## src/rtl/hazard_pkg.sv

```systemverilog
// Shared encodings and defaults for the decode-stage hazard scoreboard.
// Types only, plus the bypass-select priority helper (combinational, no state).
package hazard_pkg;

  localparam int NREG_DEF = 32;
  localparam int LW_DEF   = 4;
  localparam int SLOT_AW  = 8;

  typedef enum logic [1:0] {
    CLS_ALU  = 2'b00,
    CLS_LOAD = 2'b01,
    CLS_LONG = 2'b10,
    CLS_RSVD = 2'b11
  } cls_t;

  typedef enum logic [1:0] {
    FWD_RF  = 2'b00,
    FWD_EX  = 2'b01,
    FWD_MEM = 2'b10,
    FWD_WB  = 2'b11
  } fwd_t;

  typedef struct packed {
    logic               valid;
    logic [SLOT_AW-1:0] rd;
  } slot_t;

  // Youngest producer wins; x0 is never bypassed.
  function automatic fwd_t fwd_pick(input logic [SLOT_AW-1:0] rs,
                                    input slot_t ex, input slot_t mem, input slot_t wb);
    fwd_t sel;
    sel = FWD_RF;
    if (rs != '0) begin
      if (ex.valid && ex.rd == rs)        sel = FWD_EX;
      else if (mem.valid && mem.rd == rs) sel = FWD_MEM;
      else if (wb.valid && wb.rd == rs)   sel = FWD_WB;
    end
    return sel;
  endfunction

endpackage

```

## src/rtl/hazard_scoreboard_if.sv

```systemverilog
// Decode-to-scoreboard bundle: instruction fields in, bypass selects and pipeline control out.
// master = decode stage, slave = scoreboard.
interface hazard_scoreboard_if #(
  parameter int AW = 5,
  parameter int LW = 4
);
  logic          dec_valid;
  logic [AW-1:0] dec_rs1;
  logic [AW-1:0] dec_rs2;
  logic          dec_rs1_use;
  logic          dec_rs2_use;
  logic [AW-1:0] dec_rd;
  logic          dec_we;
  logic [1:0]    dec_cls;
  logic [LW-1:0] dec_long_lat;
  logic          pc_change_ex;
  logic [1:0]    fwd_sel_rs1;
  logic [1:0]    fwd_sel_rs2;
  logic          stall_if;
  logic          stall_dec;
  logic          flush_dec;
  logic          flush_ex;
  logic [31:0]   stall_cnt;

  modport master (
    output dec_valid, dec_rs1, dec_rs2, dec_rs1_use, dec_rs2_use, dec_rd, dec_we,
           dec_cls, dec_long_lat, pc_change_ex,
    input  fwd_sel_rs1, fwd_sel_rs2, stall_if, stall_dec, flush_dec, flush_ex, stall_cnt
  );

  modport slave (
    input  dec_valid, dec_rs1, dec_rs2, dec_rs1_use, dec_rs2_use, dec_rd, dec_we,
           dec_cls, dec_long_lat, pc_change_ex,
    output fwd_sel_rs1, fwd_sel_rs2, stall_if, stall_dec, flush_dec, flush_ex, stall_cnt
  );
endinterface

```

## src/rtl/hazard_pend_entry.sv

```systemverilog
// One register's pending-result countdown: loads on issue, otherwise counts down to zero.
// Value visible the cycle after load; no backpressure.
module hazard_pend_entry #(
  parameter int LW = 4
) (
  input  logic          clk,
  input  logic          rst_n,
  input  logic          load,
  input  logic [LW-1:0] load_val,
  output logic [LW-1:0] pend
);

  always_ff @(posedge clk or negedge rst_n) begin
    if (!rst_n)             pend <= '0;
    else if (load)          pend <= load_val;
    else if (pend != '0)    pend <= pend - LW'(1);
  end

endmodule

```

## src/rtl/hazard_scoreboard.sv

```systemverilog
// Decode-stage interlock: RAW/WAW/structural stall detection, bypass selects, flush control.
// Stall/flush/fwd are combinational in the decode cycle; a stall holds decode and bubbles EX.
import hazard_pkg::*;

module hazard_scoreboard #(
  parameter int NREG     = NREG_DEF,
  parameter int AW       = $clog2(NREG),
  parameter int LW       = LW_DEF,
  parameter int LOAD_LAT = 1
) (
  input logic                clk,
  input logic                rst_n,
  hazard_scoreboard_if.slave sb
);

  cls_t          cls;
  logic          is_long;
  logic          is_load;
  logic [LW-1:0] long_lat_eff;
  logic [LW-1:0] load_val;
  logic [LW-1:0] pend [NREG];
  logic [LW-1:0] long_cnt;
  logic          raw, waw, struct_haz, hazard, stall, issue, tracked;
  slot_t         ex_s, mem_s, wb_s;
  logic [31:0]   stall_cnt_q;

  assign cls          = cls_t'(sb.dec_cls);
  assign is_long      = (cls == CLS_LONG);
  assign is_load      = (cls == CLS_LOAD);
  assign long_lat_eff = (sb.dec_long_lat == '0) ? LW'(1) : sb.dec_long_lat;

  // Reserved class falls through to the ALU case (result ready next cycle).
  always_comb begin
    load_val = '0;
    if (is_load)      load_val = LW'(LOAD_LAT);
    else if (is_long) load_val = long_lat_eff;
  end

  assign pend[0] = '0;
  for (genvar r = 1; r < NREG; r++) begin : g_pend
    hazard_pend_entry #(.LW(LW)) u_entry (
      .clk      (clk),
      .rst_n    (rst_n),
      .load     (tracked && sb.dec_rd == AW'(r)),
      .load_val (load_val),
      .pend     (pend[r])
    );
  end

  assign raw = sb.dec_valid &&
               ((sb.dec_rs1_use && sb.dec_rs1 != '0 && pend[sb.dec_rs1] != '0) ||
                (sb.dec_rs2_use && sb.dec_rs2 != '0 && pend[sb.dec_rs2] != '0));
  assign waw        = sb.dec_valid && sb.dec_we && sb.dec_rd != '0 && pend[sb.dec_rd] != '0;
  assign struct_haz = sb.dec_valid && is_long && long_cnt != '0;
  assign hazard     = raw || waw || struct_haz;
  assign stall      = hazard && !sb.pc_change_ex;
  assign issue      = sb.dec_valid && !stall && !sb.pc_change_ex;
  assign tracked    = issue && sb.dec_we && sb.dec_rd != '0;

  always_ff @(posedge clk or negedge rst_n) begin
    if (!rst_n)                long_cnt <= '0;
    else if (issue && is_long) long_cnt <= long_lat_eff;
    else if (long_cnt != '0)   long_cnt <= long_cnt - LW'(1);
  end

  // LONG results retire straight into the regfile, so they never enter the bypass shadow.
  always_ff @(posedge clk or negedge rst_n) begin
    if (!rst_n) begin
      ex_s  <= '0;
      mem_s <= '0;
      wb_s  <= '0;
    end else begin
      ex_s  <= '{valid: tracked && !is_long, rd: SLOT_AW'(sb.dec_rd)};
      mem_s <= ex_s;
      wb_s  <= mem_s;
    end
  end

  always_ff @(posedge clk or negedge rst_n) begin
    if (!rst_n)                            stall_cnt_q <= '0;
    else if (stall && stall_cnt_q != '1)   stall_cnt_q <= stall_cnt_q + 32'd1;
  end

  assign sb.fwd_sel_rs1 = fwd_pick(SLOT_AW'(sb.dec_rs1), ex_s, mem_s, wb_s);
  assign sb.fwd_sel_rs2 = fwd_pick(SLOT_AW'(sb.dec_rs2), ex_s, mem_s, wb_s);
  assign sb.stall_if    = stall;
  assign sb.stall_dec   = stall;
  assign sb.flush_dec   = sb.pc_change_ex;
  assign sb.flush_ex    = sb.pc_change_ex || stall;
  assign sb.stall_cnt   = stall_cnt_q;

endmodule

```

## src/flat_wrapper.sv

```systemverilog
// flat-port wrapper written by rule: the top's interface ports become plain ports
module hazard_scoreboard_flat 
#(
  parameter int NREG     = NREG_DEF,
  parameter int AW       = $clog2(NREG),
  parameter int LW       = LW_DEF,
  parameter int LOAD_LAT = 1
)
  (clk, rst_n, sb_dec_valid, sb_dec_rs1, sb_dec_rs2, sb_dec_rs1_use, sb_dec_rs2_use, sb_dec_rd, sb_dec_we, sb_dec_cls, sb_dec_long_lat, sb_pc_change_ex, sb_fwd_sel_rs1, sb_fwd_sel_rs2, sb_stall_if, sb_stall_dec, sb_flush_dec, sb_flush_ex, sb_stall_cnt);
  hazard_scoreboard_if #(.AW(AW), .LW(LW)) sb_i ();
  input logic clk;
  input logic rst_n;
  input wire logic [$bits(sb_i.dec_valid)-1:0] sb_dec_valid;
  input wire logic [$bits(sb_i.dec_rs1)-1:0] sb_dec_rs1;
  input wire logic [$bits(sb_i.dec_rs2)-1:0] sb_dec_rs2;
  input wire logic [$bits(sb_i.dec_rs1_use)-1:0] sb_dec_rs1_use;
  input wire logic [$bits(sb_i.dec_rs2_use)-1:0] sb_dec_rs2_use;
  input wire logic [$bits(sb_i.dec_rd)-1:0] sb_dec_rd;
  input wire logic [$bits(sb_i.dec_we)-1:0] sb_dec_we;
  input wire logic [$bits(sb_i.dec_cls)-1:0] sb_dec_cls;
  input wire logic [$bits(sb_i.dec_long_lat)-1:0] sb_dec_long_lat;
  input wire logic [$bits(sb_i.pc_change_ex)-1:0] sb_pc_change_ex;
  output wire logic [$bits(sb_i.fwd_sel_rs1)-1:0] sb_fwd_sel_rs1;
  output wire logic [$bits(sb_i.fwd_sel_rs2)-1:0] sb_fwd_sel_rs2;
  output wire logic [$bits(sb_i.stall_if)-1:0] sb_stall_if;
  output wire logic [$bits(sb_i.stall_dec)-1:0] sb_stall_dec;
  output wire logic [$bits(sb_i.flush_dec)-1:0] sb_flush_dec;
  output wire logic [$bits(sb_i.flush_ex)-1:0] sb_flush_ex;
  output wire logic [$bits(sb_i.stall_cnt)-1:0] sb_stall_cnt;
  assign sb_i.dec_valid = sb_dec_valid;
  assign sb_i.dec_rs1 = sb_dec_rs1;
  assign sb_i.dec_rs2 = sb_dec_rs2;
  assign sb_i.dec_rs1_use = sb_dec_rs1_use;
  assign sb_i.dec_rs2_use = sb_dec_rs2_use;
  assign sb_i.dec_rd = sb_dec_rd;
  assign sb_i.dec_we = sb_dec_we;
  assign sb_i.dec_cls = sb_dec_cls;
  assign sb_i.dec_long_lat = sb_dec_long_lat;
  assign sb_i.pc_change_ex = sb_pc_change_ex;
  assign sb_fwd_sel_rs1 = sb_i.fwd_sel_rs1;
  assign sb_fwd_sel_rs2 = sb_i.fwd_sel_rs2;
  assign sb_stall_if = sb_i.stall_if;
  assign sb_stall_dec = sb_i.stall_dec;
  assign sb_flush_dec = sb_i.flush_dec;
  assign sb_flush_ex = sb_i.flush_ex;
  assign sb_stall_cnt = sb_i.stall_cnt;
  hazard_scoreboard #(.NREG(NREG), .AW(AW), .LW(LW), .LOAD_LAT(LOAD_LAT)) u_core (.clk(clk), .rst_n(rst_n), .sb(sb_i));
endmodule
```

## config.mk

```make
export PLATFORM = sky130hd
export DESIGN_NAME = hazard_scoreboard_flat
export DESIGN_NICKNAME = d
export VERILOG_FILES = /design/src/rtl/hazard_pkg.sv /design/src/rtl/hazard_scoreboard_if.sv /design/src/rtl/hazard_pend_entry.sv /design/src/rtl/hazard_scoreboard.sv /design/src/flat_wrapper.sv
export SDC_FILE = /design/constraint.sdc
export NUM_CORES = 1
export LEC_CHECK = 0
export ABC_CLOCK_PERIOD_IN_PS = 5500
export CAP_MARGIN = 20
export CORE_MARGIN = 5
export CORE_UTILIZATION = 44
export DETAILED_ROUTE_END_ITERATION = 10
export PLACE_DENSITY = 0.68
export SYNTH_ARGS = -nofsm -noshare
export SYNTH_HDL_FRONTEND = slang
export SYNTH_SLANG_ARGS = --single-unit
```

## constraint.sdc

```tcl
create_clock -name clk -period 5.5 [get_ports clk]
set_input_delay 0.55 -clock clk [delete_from_list [all_inputs] [get_ports clk]]
set_output_delay 0.55 -clock clk [all_outputs]
set_load 0.01 [all_outputs]
```

**Yosys cells after proc, flatten, opt, wreduce, memory -nomap -nowiden**

Cells that the tools add are included.
Widths: inputs -> output; s select.

- Register bits: 178
- Input port bits: 28
- Output and inout bits: 40
- Word-level logic and storage cells: 335

- Add/subtract/negate cells: 33
- $lt $le $gt $ge: 3
- Eq/ne operators: 40
- Mux-type cells: 84
- Bitwise gates (word level): 3
- Reductions and logical operators: 133

Operator list:

| kind | count |
|---|---|
| $mux 4 | 73 |
| $reduce_bool 4->1 | 35 |
| $sub 4x1->4 const B | 32 |
| $eq 5x5->1 const B | 16 |
| $reduce_bool 2->1 | 32 |
| $bmux 4 s5 | 3 |
| $logic_and 1x1->1 | 55 |
| $eq 5x4->1 const B | 8 |
| $add 32x1->32 const B | 1 |
| $ne 32x32->1 const B | 1 |
| $eq 5x5->1 | 6 |
| $eq 5x3->1 const B | 4 |
| $ge 6x6->1 const B | 3 |
| $not 5->6 | 3 |
| $mux 2 | 8 |
| $reduce_bool 5->1 | 3 |
| $eq 5x2->1 const B | 2 |
| $eq 5x1->1 const B | 1 |
| $logic_not 4->1 | 1 |
| $logic_or 1x1->1 | 4 |
| $logic_not 1->1 | 3 |
| $eq 2x1->1 const B | 1 |
| $eq 2x2->1 const B | 1 |

**Longest topological paths before layout**

Gate-level depths: netlist of the first run.

- Depth after elaboration: 18
- Gate-level depth with buffers: 12
- Gate-level depth less buffers: 9

**Hierarchy**

Synthesis of the first run repeated with hierarchy kept, for this count alone.

- Cell total of the unflattened synthesis: 1,241
- Area, all modules: 12,286.8 um^2

By module, submodules not included:

| module | times used | cells each | area each (um^2) | sequential area each (um^2) |
|---|---|---|---|---|
| hazard_pend_entry | 31 | 23 | 249.0 | 100.1 |
| hazard_scoreboard | 1 | 528 | 4,568.1 | 1,351.3 |

**Worst setup path before layout of the first run**

No wires, ideal clock.

- Path kind: input-to-output
- Start point: input sb_dec_rd[1]
- End point: output sb_stall_if
- Arrival time: 2,687 ps
- Data required time: 4,950 ps
- Path slack: 2,263 ps
- Stages: 10
- Path buffers: 5
- Cell sequence: buf_2 -> buf_1 -> mux4_2 -> o21ai_1 -> a21oi_1 -> o311a_2 -> buf_6 -> buf_2 -> nor2_1 -> buf_4

- Longest elaborated chain between the ends: 9
- Elaborated cells on any way between the ends: 11
- Classes of those cells: 3 x mux; 1 x bitwise; 7 x reduce/logical

Ends and longest elaborated chain:

| element | line | RTL |
|---|---|---|
| start, declared | flat_wrapper.sv:18 | `input wire logic [$bits(sb_i.dec_rd)-1:0] sb_dec_rd;` |
| $not 5->6 (not written as such) | hazard_scoreboard.sv:53 | `assign waw = sb.dec_valid && sb.dec_we && sb.dec_rd != '0 && pend[sb.dec_rd] != '0;` |
| $bmux 4 s5 | hazard_scoreboard.sv:53 |  |
| $mux 4 (not written as such) (2 in series) | hazard_scoreboard.sv:53 |  |
| $reduce_bool 4->1 | hazard_scoreboard.sv:53 |  |
| $logic_and 1x1->1 (*) | hazard_scoreboard.sv:53 |  |
| $logic_or 1x1->1 (*) (2 in series) | hazard_scoreboard.sv:55 | `assign hazard = raw \|\| waw \|\| struct_haz;` |
| $logic_and 1x1->1 (*) | hazard_scoreboard.sv:56 | `assign stall = hazard && !sb.pc_change_ex;` |
| end, declared | flat_wrapper.sv:25 | `output wire logic [$bits(sb_i.stall_if)-1:0] sb_stall_if;` |

Every way passes the cells marked *; elsewhere a longest branch is shown, timed or not. The select of a mux whose other input is x is not followed.

**Worst setup path in the final report of the first run**

- Start point: register u_core.g_pend[20].u_entry.pend[1]
- End point: output sb_stall_dec

- Longest elaborated chain between the ends: 10
- Elaborated cells on any way between the ends: 20
- Classes of those cells: 9 x mux; 11 x reduce/logical

Ends and longest elaborated chain:

| element | line | RTL |
|---|---|---|
| start, declared | hazard_pend_entry.sv:10 | `output logic [LW-1:0] pend` |
| start signal, assigned | hazard_pend_entry.sv:15 | `else if (load) pend <= load_val;` |
| start signal, assigned | hazard_pend_entry.sv:16 | `else if (pend != '0) pend <= pend - LW'(1);` |
| $bmux 4 s5 (on tied branches) | hazard_scoreboard.sv:51, hazard_scoreboard.sv:52 |  |
| $mux 4 (on tied branches) (2 in series) | hazard_scoreboard.sv:51, hazard_scoreboard.sv:52 |  |
| $reduce_bool 4->1 (on tied branches) | hazard_scoreboard.sv:51, hazard_scoreboard.sv:52 |  |
| $logic_and 1x1->1 (on tied branches) | hazard_scoreboard.sv:51, hazard_scoreboard.sv:52 |  |
| $logic_or 1x1->1 | hazard_scoreboard.sv:51 | `((sb.dec_rs1_use && sb.dec_rs1 != '0 && pend[sb.dec_rs1] != '0) \|\|` |
| $logic_and 1x1->1 | hazard_scoreboard.sv:50 | `assign raw = sb.dec_valid &&` |
| $logic_or 1x1->1 (*) (2 in series) | hazard_scoreboard.sv:55 |  |
| $logic_and 1x1->1 (*) | hazard_scoreboard.sv:56 |  |
| end, declared | flat_wrapper.sv:26 | `output wire logic [$bits(sb_i.stall_dec)-1:0] sb_stall_dec;` |

Marked as above.

==> impl_metrics.ini, run 1 <==
[status]
outcome = finished, final reports clean

[synth]
area_share_of_the_leading_cell_type_in_the_synthesized_netlist = 0.373
synth_cells = 1202
post_synth_mux_area_share = 0.176
xor_xnor_share_of_the_synthesized_area = 0.0697
synth.net_count = 1294
ys_types = 63
post_synthesis_cell_area_um2 = 11900
synth.largest_area_cell = sky130_fd_sc_hd__dfrtp_1
synth-seq-area-share = 0.373
yosys_warnings = 0
synthesized_area_fraction_occupied_by_adder_cells = 0.0670
dominant_combinational_cell_family_by_area_after_synthesis = simple AND/OR/NAND/NOR gates
synth.ff_latch_count = 178
number_of_enable_flip_flop_cells_after_synthesis = 0
dominantRegCellSynth = sky130_fd_sc_hd__dfrtp_1
synth_simple_gate_area_frac = 0.190
netlist_top_cells_area = sky130_fd_sc_hd__dfrtp_1, sky130_fd_sc_hd__mux2i_1, sky130_fd_sc_hd__ha_1, sky130_fd_sc_hd__mux2_2, sky130_fd_sc_hd__xor2_1
synth_area_in_compound_gates = 0.0640
synthesized_area_divided_by_synthesized_cell_count_um2 = 9.94
async_reset_ff_frac = 1.00

[sta]
minimum_clock_period_after_layout_ns = 4.54
post-route-period-util = 0.825
max_slew.worst_pin.slew_ns = 1.12
timing.clock.skew_ns = 0.0204
finalMaxSlewViolations = 0
total_of_endpoints_with_negative_setup_slack_in_the_final_report = 0
clock.fmax_mhz = 220
rsz0062_at_grt = false
totalNegativeSetupSlack_ns = 0
max_slew_margin = 0.245
final-hold-violation-count = 0

[power_and_ir_drop]
power.ir.vdd_worst_uv = 227
power.density_nw_per_um2 = 477
cellLeakagePower_nw = 5.81
finalPower_mw = 6.42

[job]
cap_viol_max_count = 0

[layout]
finalInstanceArea_um2 = 13500
layout_common_cells = sky130_fd_sc_hd__dfrtp_1, sky130_fd_sc_hd__mux2i_1, sky130_fd_sc_hd__inv_1
total_inserted_antenna_cells = 0
n_fill_cell = 2440
layout-area-overhead-vs-synth_pct = 12.7
layout-drive-gt1-share = 0.0987
layout_commonest_cell = sky130_fd_sc_hd__dfrtp_1
nets = 1325
layout.cells.non_filler = 1587
finish.utilization = 0.501

[placement]
routabilityCongestion = 0.887
hpwlAfterDp_mm = 20.1
numPortBuffers = 67
post-place-cells = 1554
placed_cell_area_um2 = 12900

[floorplanning]
rows = 60
die_x_um = 175
starting_utilization_of_the_core_area = 0.444
boundaryPins = 68
die-height_um = 175
die-area_um2 = 30500
core_area_um2 = 26900

[route]
drt_first_pass_iters = 5
ant_nets = 0
routed_wirelength_mm = 28.6
drt_first_iter_violations = 544
vias = 9147
wl_per_cell_um = 18.0
vias_per_cell = 5.76
route.detailed.drc = 0

[clocking]
tritoncts.num_buffers = 17
clockRootBuffer = sky130_fd_sc_hd__clkbuf_16
number_of_buffers_inserted_by_post_cts_setup_repair = 0
cts-resized-gates = 0
cts_sinks = 178
clock_insertion_delay_worst_skew_ns = 0.45
tritoncts = built
ctsHoldBuffers = 0
cts_max_level = 4
ctsLongestPathBuffers = 2
cts_clk_pin_slew_worst_paths_ns = 0.08

[setup_path]
worst_path_max_delay_cell = sky130_fd_sc_hd__nor4_1
cpLargestDelayFamily = compound AO/OA/AOI/OAI gates
critical_path.max_stage_delay_ns = 0.90
worst_path_required_time_ns = 4.95
worstSetupStartpointType = flop
worstPathMaxFanout = 24
cp.buffers_inverters = 1
critical_path.endpoint_type = output port
worstPathArrival_ns = 3.99
cp_cell_sequence = nor4_1 > mux2i_1 > a311oi_1 > a31oi_1 > a211oi_1 > o311a_2 > nor2_1 > clkdlybuf4s50_1
crit_type = flop to output port

[global_route]
most_crowded_layer_after_global_routing = met2
globalRouteOverflowTotal = 0
grt_antenna_before_repair = 0
grt.met1_usage = 0.255
globalRouteMet2Util = 0.307
pin_count_of_the_biggest_net_entering_global_routing = 74
grt_use_met3 = 0.0296
first_global_vias = 9051
grt_util_all_layers = 0.187
first_pass_grt_wire_length_mm = 46.9

[hold_path]
worstHoldPathType = input pin to async pin
[state kept, by name, summed over array words and instances (netlist names)]
register / cells
u_core.wb_s: 6
u_core.mem_s: 6
u_core.long_cnt: 4
u_core.ex_s: 6
u_core.sb.stall_cnt: 32
u_core.g_pend.u_entry.pend: 124
[synth_stat cells, types with 9 or more instances]
cell and count:
sky130_fd_sc_hd__xor2_1 53, sky130_fd_sc_hd__and3_1 9, sky130_fd_sc_hd__inv_1 95, sky130_fd_sc_hd__mux2_2 43, sky130_fd_sc_hd__ha_1 64, sky130_fd_sc_hd__a21oi_1 39
sky130_fd_sc_hd__nand2_1 54, sky130_fd_sc_hd__nand3_1 19, sky130_fd_sc_hd__o21ai_0 15, sky130_fd_sc_hd__dfrtp_1 178, sky130_fd_sc_hd__clkbuf_1 32, sky130_fd_sc_hd__nor3_1 53
sky130_fd_sc_hd__nand2b_1 28, sky130_fd_sc_hd__nor4_1 51, sky130_fd_sc_hd__and4_1 25, sky130_fd_sc_hd__mux2i_1 144, sky130_fd_sc_hd__nor2_1 61, sky130_fd_sc_hd__buf_2 31
sky130_fd_sc_hd__xnor2_1 42, sky130_fd_sc_hd__or3_1 28
[kinds of logic (layout without fill, tap and decap cells)]
kind of cell    count (synthesis)  in the layout
simple gates                  383            383
compound gates                115            115
buf+inv                       171            215
mux                           196            196
flops                         178            178
fa+ha+maj                      64             64
xor+xnor                       95             95
[per-stage QoR]
step	hold WS, ns	setup WS (ns)
after global placement	0.394	1.12
after CTS	0.144	0.995
after floorplan	0.254	2.26
final	0.107	0.962
after global routing	0.182	0.792
after detailed placement	0.404	1.08
[worst paths after layout]
path	start	end	slack [ns]	cells after the start
worst max-delay path	u_core.g_pend[20].u_entry.pend[1]	sb_stall_dec	0.96	8
worst max register to register	u_core.g_pend[20].u_entry.pend[1]	u_core.g_pend[1].u_entry.pend[2]	1.49	9
min in group clk	u_core.ex_s[8]	u_core.mem_s[8]	0.42	0
worst min-delay path	rst_n	u_core.g_pend[10].u_entry.pend[2]	0.11	1
worst min register to register	u_core.ex_s[8]	u_core.mem_s[8]	0.42	0
max in group asynchronous	rst_n	u_core.g_pend[21].u_entry.pend[3]	4.20	2
[report_power, final]
group | switching (mW) | internal (mW) | leakage [nW] | total, mW
combinational | 1.42 | 1.39 | 3.36 | 2.80
sequential | 0.511 | 1.86 | 2.16 | 2.37
clock | 0.624 | 0.621 | 0.290 | 1.25
[per-layer routing]
metal | wire [um] | part of all wire
met1 | 13200 | 0.46
met2 | 13600 | 0.47
met3 | 1230 | 0.043
met4 | 598 | 0.021
met5 | 0 | 0
[cell type report]
class,instances,area [um2],area share
Clock buffer,17,425,0.0316
Clock inverter,15,181,0.0135
Inverter,95,357,0.0265
Multi-Input combinational cell,853,6790,0.505
Sequential cell,178,4450,0.331
Tap cell,341,427,0.0317
Timing Repair Buffer,88,825,0.0612
No activity file was read; power rests on OpenSTA's default activity.
==> run 2, diff against run 1 <==
--- a/config.mk
+++ b/config.mk
@@ -5,12 +5,12 @@
 export SDC_FILE = /design/constraint.sdc
 export NUM_CORES = 1
 export LEC_CHECK = 0
-export ABC_CLOCK_PERIOD_IN_PS = 5500
+export ABC_CLOCK_PERIOD_IN_PS = 4050
 export CAP_MARGIN = 20
 export CORE_MARGIN = 5
 export CORE_UTILIZATION = 44
 export DETAILED_ROUTE_END_ITERATION = 10
-export PLACE_DENSITY = 0.68
+export PLACE_DENSITY = 0.7
 export SYNTH_ARGS = -nofsm -noshare
 export SYNTH_HDL_FRONTEND = slang
 export SYNTH_SLANG_ARGS = --single-unit
==> constraint.sdc (replaced) <==
create_clock -name clk -period 4.05 [get_ports clk]
set_input_delay 0.405 -clock clk [delete_from_list [all_inputs] [get_ports clk]]
set_output_delay 0.405 -clock clk [all_outputs]
set_load 0.01 [all_outputs]
==> impl_metrics.ini, run 2 (synthesized netlist as in run 1, its figures left out) <==
[power_and_ir_drop]
cellLeakagePower_nw = 5.98
power.density_nw_per_um2 = 647
power.ir.vdd_worst_uv = 254

[floorplanning]
die-area_um2 = 30500
starting_utilization_of_the_core_area = 0.444
rows = 60
die_x_um = 175
core_area_um2 = 26900
boundaryPins = 68
die-height_um = 175

[placement]
hpwlAfterDp_mm = 21.0
routabilityCongestion = 0.904
numPortBuffers = 67

[global_route]
grt_util_all_layers = 0.191
first_global_vias = 9335
pin_count_of_the_biggest_net_entering_global_routing = 98
globalRouteOverflowTotal = 0
first_pass_grt_wire_length_mm = 47.8
grt_antenna_before_repair = 0

[sta]
post-route-period-util = 0.956
final-hold-violation-count = 0
finalMaxSlewViolations = 0
rsz0062_at_grt = false
max_slew_margin = 0.329
timing.clock.skew_ns = 0.0174
hold_slack_ns = 0.0471
minimum_clock_period_after_layout_ns = 3.87
total_of_endpoints_with_negative_setup_slack_in_the_final_report = 0
max_slew.worst_pin.slew_ns = 0.985
clock.fmax_mhz = 258
totalNegativeSetupSlack_ns = 0

[layout]
sequential_cell_area_um2 = 4450
n_fill_cell = 2392
nets = 1356
layout-drive-gt1-share = 0.121
total_inserted_antenna_cells = 0
layout-area-overhead-vs-synth_pct = 15.1
layout_commonest_cell = sky130_fd_sc_hd__dfrtp_1
multi_input_gate_area_in_the_final_layout_um2 = 6810
largest-register = u_core.g_pend.u_entry.pend
layout_common_cells = sky130_fd_sc_hd__dfrtp_1, sky130_fd_sc_hd__mux2i_1, sky130_fd_sc_hd__inv_1
largest_register_ffs = 124

[route]
drt_first_pass_iters = 5
drt_first_iter_violations = 618
vias = 9243
route.detailed.drc = 0
wl_per_cell_um = 18.1
vias_per_cell = 5.71
ant_nets = 0
routed_wirelength_mm = 29.3

[setup_path]
critical_path.endpoint_type = output port
worstSetupStartpointType = flop
worstPathArrival_ns = 3.47
crit-reg2reg-capture = u_core.g_pend[23].u_entry.pend[2]
regToRegStartpoint = u_core.g_pend[13].u_entry.pend[0]
crit_type = flop to output port
reg2regPathDepth = 9
rrSetupSlack_ns = 0.59
critPathLaunch = u_core.g_pend[13].u_entry.pend[0]
worstPathMaxFanout = 15
worst_path_required_time_ns = 3.64

[clocking]
ctsLongestPathBuffers = 2
tritoncts = built
tritoncts.num_buffers = 17
cts_clk_pin_slew_worst_paths_ns = 0.07
ctsHoldBuffers = 0
clockRootBuffer = sky130_fd_sc_hd__clkbuf_16
cts_sinks = 178
cts_max_level = 4
clock_insertion_delay_worst_skew_ns = 0.44

[status]
outcome = finished, final reports clean

[job]
cap_viol_max_count = 0

[hold_path]
worstHoldPathType = input pin to async pin
## run 2: changes by cell type in the layout (fill, tap and decap cells not counted), moves of 2 or more
cell	delta
sky130_fd_sc_hd__buf_12	+2
sky130_fd_sc_hd__inv_8	-3
sky130_fd_sc_hd__inv_6	+2
sky130_fd_sc_hd__clkinv_4	+2
sky130_fd_sc_hd__buf_4	+31
## run 2: critical path, stage by stage, from the launching register on
cell	delay, ns
sky130_fd_sc_hd__dfrtp_1	0.39
sky130_fd_sc_hd__or4_1	0.66
sky130_fd_sc_hd__mux4_2	0.49
sky130_fd_sc_hd__nor3_1	0.15
sky130_fd_sc_hd__o32ai_1	0.11
sky130_fd_sc_hd__a211oi_1	0.26
sky130_fd_sc_hd__o311a_4	0.39
sky130_fd_sc_hd__nor2_1	0.09
sky130_fd_sc_hd__clkdlybuf4s50_1	0.49
## run 2: timing repair
action                                 4_1_cts  5_1_grt
endpoints found under the hold margin        0        0
setup buffers                                0        0
setup endpoints to repair                    0        3
resized for setup                            0        2
## run 2: report_power, final
part	internal [mW]	leakage (nW)	switching, mW
Clock	0.891	0.296	0.812
Sequential	2.53	2.16	0.706
Combinational	1.98	3.53	1.98
## run 2: how the worst max path moves through the flow
stage / end / cells after the start / slack [ns]
2_1_floorplan: sb_stall_if / 10 / 1.06
3_5_place_dp: u_core.g_pend[23].u_entry.pend[2] / 9 / 0.40
3_3_place_gp: sb_stall_dec / 8 / 0.46
4_1_cts: sb_stall_dec / 8 / 0.10
6_report: sb_stall_dec / 8 / 0.18
5_1_grt: sb_stall_if / 8 / 0.06
## run 2: area by class of cell
type / instances / area share
clock buffer: 17 / 0.0309
multi-input combinational: 853 / 0.495
inverter: 95 / 0.0259
tap: 341 / 0.0310
sequential: 178 / 0.324
clock inverter: 15 / 0.0137
timing repair buffer: 119 / 0.0791
## run 2: layer usage
| metal | routed length [um] | vias to the layer above | part of all wire | track usage |
|---|---|---|---|---|
| met5 | 0 | - | 0 | 0 |
| met4 | 564 | 0 | 0.019 | 0.0579 |
| met3 | 1470 | 44 | 0.050 | 0.0372 |
| met2 | 14400 | 232 | 0.49 | 0.322 |
| met1 | 12900 | 4558 | 0.44 | 0.249 |
| li1 | - | 4409 | - | - |
## run 2: per-stage QoR
stage | setup slack, ns | cells | util | power, mW | cell area [um2]
final | 0.180 | 1618 | 0.512 | 8.89 | 13700
after global routing | 0.0569 | 1618 | 0.512 | 9.64 | 13700
after CTS | 0.104 | 1618 | 0.511 | 8.93 | 13700
after detailed placement | 0.399 | 1586 | 0.488 | 7.19 | 13100
after global placement | 0.456 | 1586 | 0.488 | 6.95 | 13100
after floorplan | 1.06 | 1202 | - | 6.05 | 11900
==> run 3, diff against run 2 <==
--- a/config.mk
+++ b/config.mk
@@ -5,6 +5,7 @@
 export SDC_FILE = /design/constraint.sdc
 export NUM_CORES = 1
 export LEC_CHECK = 0
+export ABC_AREA = 1
 export ABC_CLOCK_PERIOD_IN_PS = 4050
 export CAP_MARGIN = 20
 export CORE_MARGIN = 5
==> impl_metrics.ini, run 3 <==
[setup_path]
cpLargestDelayFamily = buffers and inverters
critical_path.max_stage_delay_ns = 0.69
crit_type = input pin to output port
critical_path.endpoint_type = output port
worst_path_max_delay_cell = sky130_fd_sc_hd__clkdlybuf4s50_1
worst_path_required_time_ns = 3.64
rrSetupSlack_ns = 1.07
worstPathArrival_ns = 3.33
regToRegStartpoint = u_core.g_pend[8].u_entry.pend[2]
cp.buffers_inverters = 3
worstSetupStartpointType = input pin
worstPathMaxFanout = 9
cp_cell_sequence = clkdlybuf4s50_1 > nand2_1 > nor2_2 > o21ai_0 > nand4_1 > nor2_1 > nand3_1 > nand3_1 > nand2_1 > inv_2 > a21oi_2 > clkdlybuf4s50_1
critPathLaunch = sb_dec_rd[1]

[synth]
area_share_of_the_leading_cell_type_in_the_synthesized_netlist = 0.353
synth.largest_area_cell = sky130_fd_sc_hd__dfrtp_1
dominantRegCellSynth = sky130_fd_sc_hd__dfrtp_1
async_reset_ff_frac = 1.00
number_of_enable_flip_flop_cells_after_synthesis = 0
ys_types = 40
post_synthesis_cell_area_um2 = 12600
synth.net_count = 1915
most_common_cell_in_the_synthesized_netlist = sky130_fd_sc_hd__nand2_1
netlist_top_cells_area = sky130_fd_sc_hd__dfrtp_1, sky130_fd_sc_hd__nand2_1, sky130_fd_sc_hd__nor2_1, sky130_fd_sc_hd__nand3_1, sky130_fd_sc_hd__ha_1
synthesized_area_divided_by_synthesized_cell_count_um2 = 6.93
synth.ff_latch_count = 178
synth_cells = 1823
yosys_warnings = 0
synth_commonest_cells = sky130_fd_sc_hd__nand2_1, sky130_fd_sc_hd__nor2_1, sky130_fd_sc_hd__inv_1
synth-seq-area-share = 0.353

[sta]
finalMaxSlewViolations = 0
clock.fmax_mhz = 268
post-route-period-util = 0.923
timing.clock.skew_ns = 0.0144
max_slew_margin = 0.345
rsz0062_at_grt = false
total_of_endpoints_with_negative_setup_slack_in_the_final_report = 0
max_slew.worst_pin.slew_ns = 0.983
final-hold-violation-count = 0
totalNegativeSetupSlack_ns = 0
hold_slack_ns = 0.0733
minimum_clock_period_after_layout_ns = 3.74

[floorplanning]
boundaryPins = 68
die_x_um = 179
rows = 62
die-area_um2 = 32200
die-height_um = 179
starting_utilization_of_the_core_area = 0.442
core_area_um2 = 28500

[clocking]
number_of_buffers_inserted_by_post_cts_setup_repair = 0
ctsHoldBuffers = 0
cts-resized-gates = 0
clockRootBuffer = sky130_fd_sc_hd__clkbuf_16
tritoncts = built
tritoncts.num_buffers = 17
ctsLongestPathBuffers = 2
cts_clk_pin_slew_worst_paths_ns = 0.07
cts_sinks = 178
clock_insertion_delay_worst_skew_ns = 0.44
cts_max_level = 4

[global_route]
globalRouteOverflowTotal = 0
grt_util_all_layers = 0.226
first_pass_grt_wire_length_mm = 60.5
pin_count_of_the_biggest_net_entering_global_routing = 103
first_global_vias = 11955
grt_antenna_before_repair = 0

[layout]
layout_commonest_cell = sky130_fd_sc_hd__nand2_1
layout_common_cells = sky130_fd_sc_hd__nand2_1, sky130_fd_sc_hd__nor2_1, sky130_fd_sc_hd__inv_1
largest-register = u_core.g_pend.u_entry.pend
largest_register_ffs = 124
layout-drive-gt1-share = 0.0568
layout-area-overhead-vs-synth_pct = 13.7
nets = 1980
total_inserted_antenna_cells = 0

[placement]
routabilityCongestion = 0.977
hpwlAfterDp_mm = 26.7
numPortBuffers = 67

[job]
cap_viol_max_count = 0

[power_and_ir_drop]
power.density_nw_per_um2 = 637
seq_power_share = 0.342
power.ir.vdd_worst_uv = 281
switching_power_of_the_nets_mw = 4.02
clkPwrFrac = 0.176
power.switching_fraction = 0.439
cellLeakagePower_nw = 6.83
power.combinational.fraction = 0.482
p_int_mw = 5.13

[route]
ant_nets = 0
wl_per_cell_um = 16.0
drt_first_pass_iters = 5
routed_wirelength_mm = 36.6
vias_per_cell = 5.34
vias = 12190
drt_first_iter_violations = 966
route.detailed.drc = 0

[status]
outcome = finished, final reports clean

[hold_path]
worstHoldPathType = input pin to async pin
-- run 3: per-layer routing --
metal	vias up	part of all wire	track usage
li1	6012	-	-
met4	0	0.021	0.0725
met2	390	0.47	0.376
met1	5734	0.44	0.297
met5	-	0	0
met3	54	0.067	0.0443
-- run 3: final timing paths --
| path | end | cells past startpoint |
|---|---|---|
| worst max-delay path | sb_stall_dec | 12 |
| worst min-delay path | u_core.long_cnt[3] | 1 |
| worst max register to register | u_core.g_pend[11].u_entry.pend[3] | 14 |
| worst min register to register | u_core.wb_s[8] | 0 |
| max in group asynchronous | u_core.g_pend[20].u_entry.pend[0] | 2 |
| min in group clk | u_core.wb_s[8] | 0 |
-- run 3: logic make-up (layout without fill, tap and decap cells) --
| kind of cell | after synthesis | count (layout) | share of synthesized area |
|---|---|---|---|
| buffers and inverters | 242 | 319 | 0.0779 |
| and+or+nand+nor | 1054 | 1054 | 0.354 |
| AOI/OAI and AO/OA | 184 | 184 | 0.0824 |
| xor gates and xnor gates | 101 | 101 | 0.0700 |
| DFF | 178 | 178 | 0.353 |
| adders and majority gates | 64 | 64 | 0.0634 |
-- run 3: final cells by class --
type | instances | area, um2
multi-input combinational | 1403 | 7210
clock buffer | 21 | 450
tap | 384 | 480
fill | 2861 | 14200
inverter | 190 | 713
timing repair buffer | 98 | 955
sequential | 178 | 4450
clock inverter | 10 | 100
-- run 3: power groups by stage --
stage,clock network [mW],logic [mW],registers (mW)
2_1_floorplan,0,3.40,2.99
3_3_place_gp,0,4.23,3.11
3_5_place_dp,0,4.39,3.14
4_1_cts,1.65,4.43,3.11
5_1_grt,1.71,5.13,3.21
6_report,1.61,4.41,3.13
-- run 3: metrics by stage --
stage | worst slack (ns) | total power, mW | cell area, um2 | std cells | utilization
after floorplan | 1.67 | 6.39 | 12600 | 1823 | -
after global placement | 0.390 | 7.34 | 13800 | 2253 | 0.484
after detailed placement | 0.349 | 7.53 | 13800 | 2253 | 0.484
after CTS | 0.351 | 9.19 | 14400 | 2284 | 0.503
after global routing | 0.163 | 10.1 | 14400 | 2284 | 0.503
final | 0.313 | 9.15 | 14400 | 2284 | 0.503
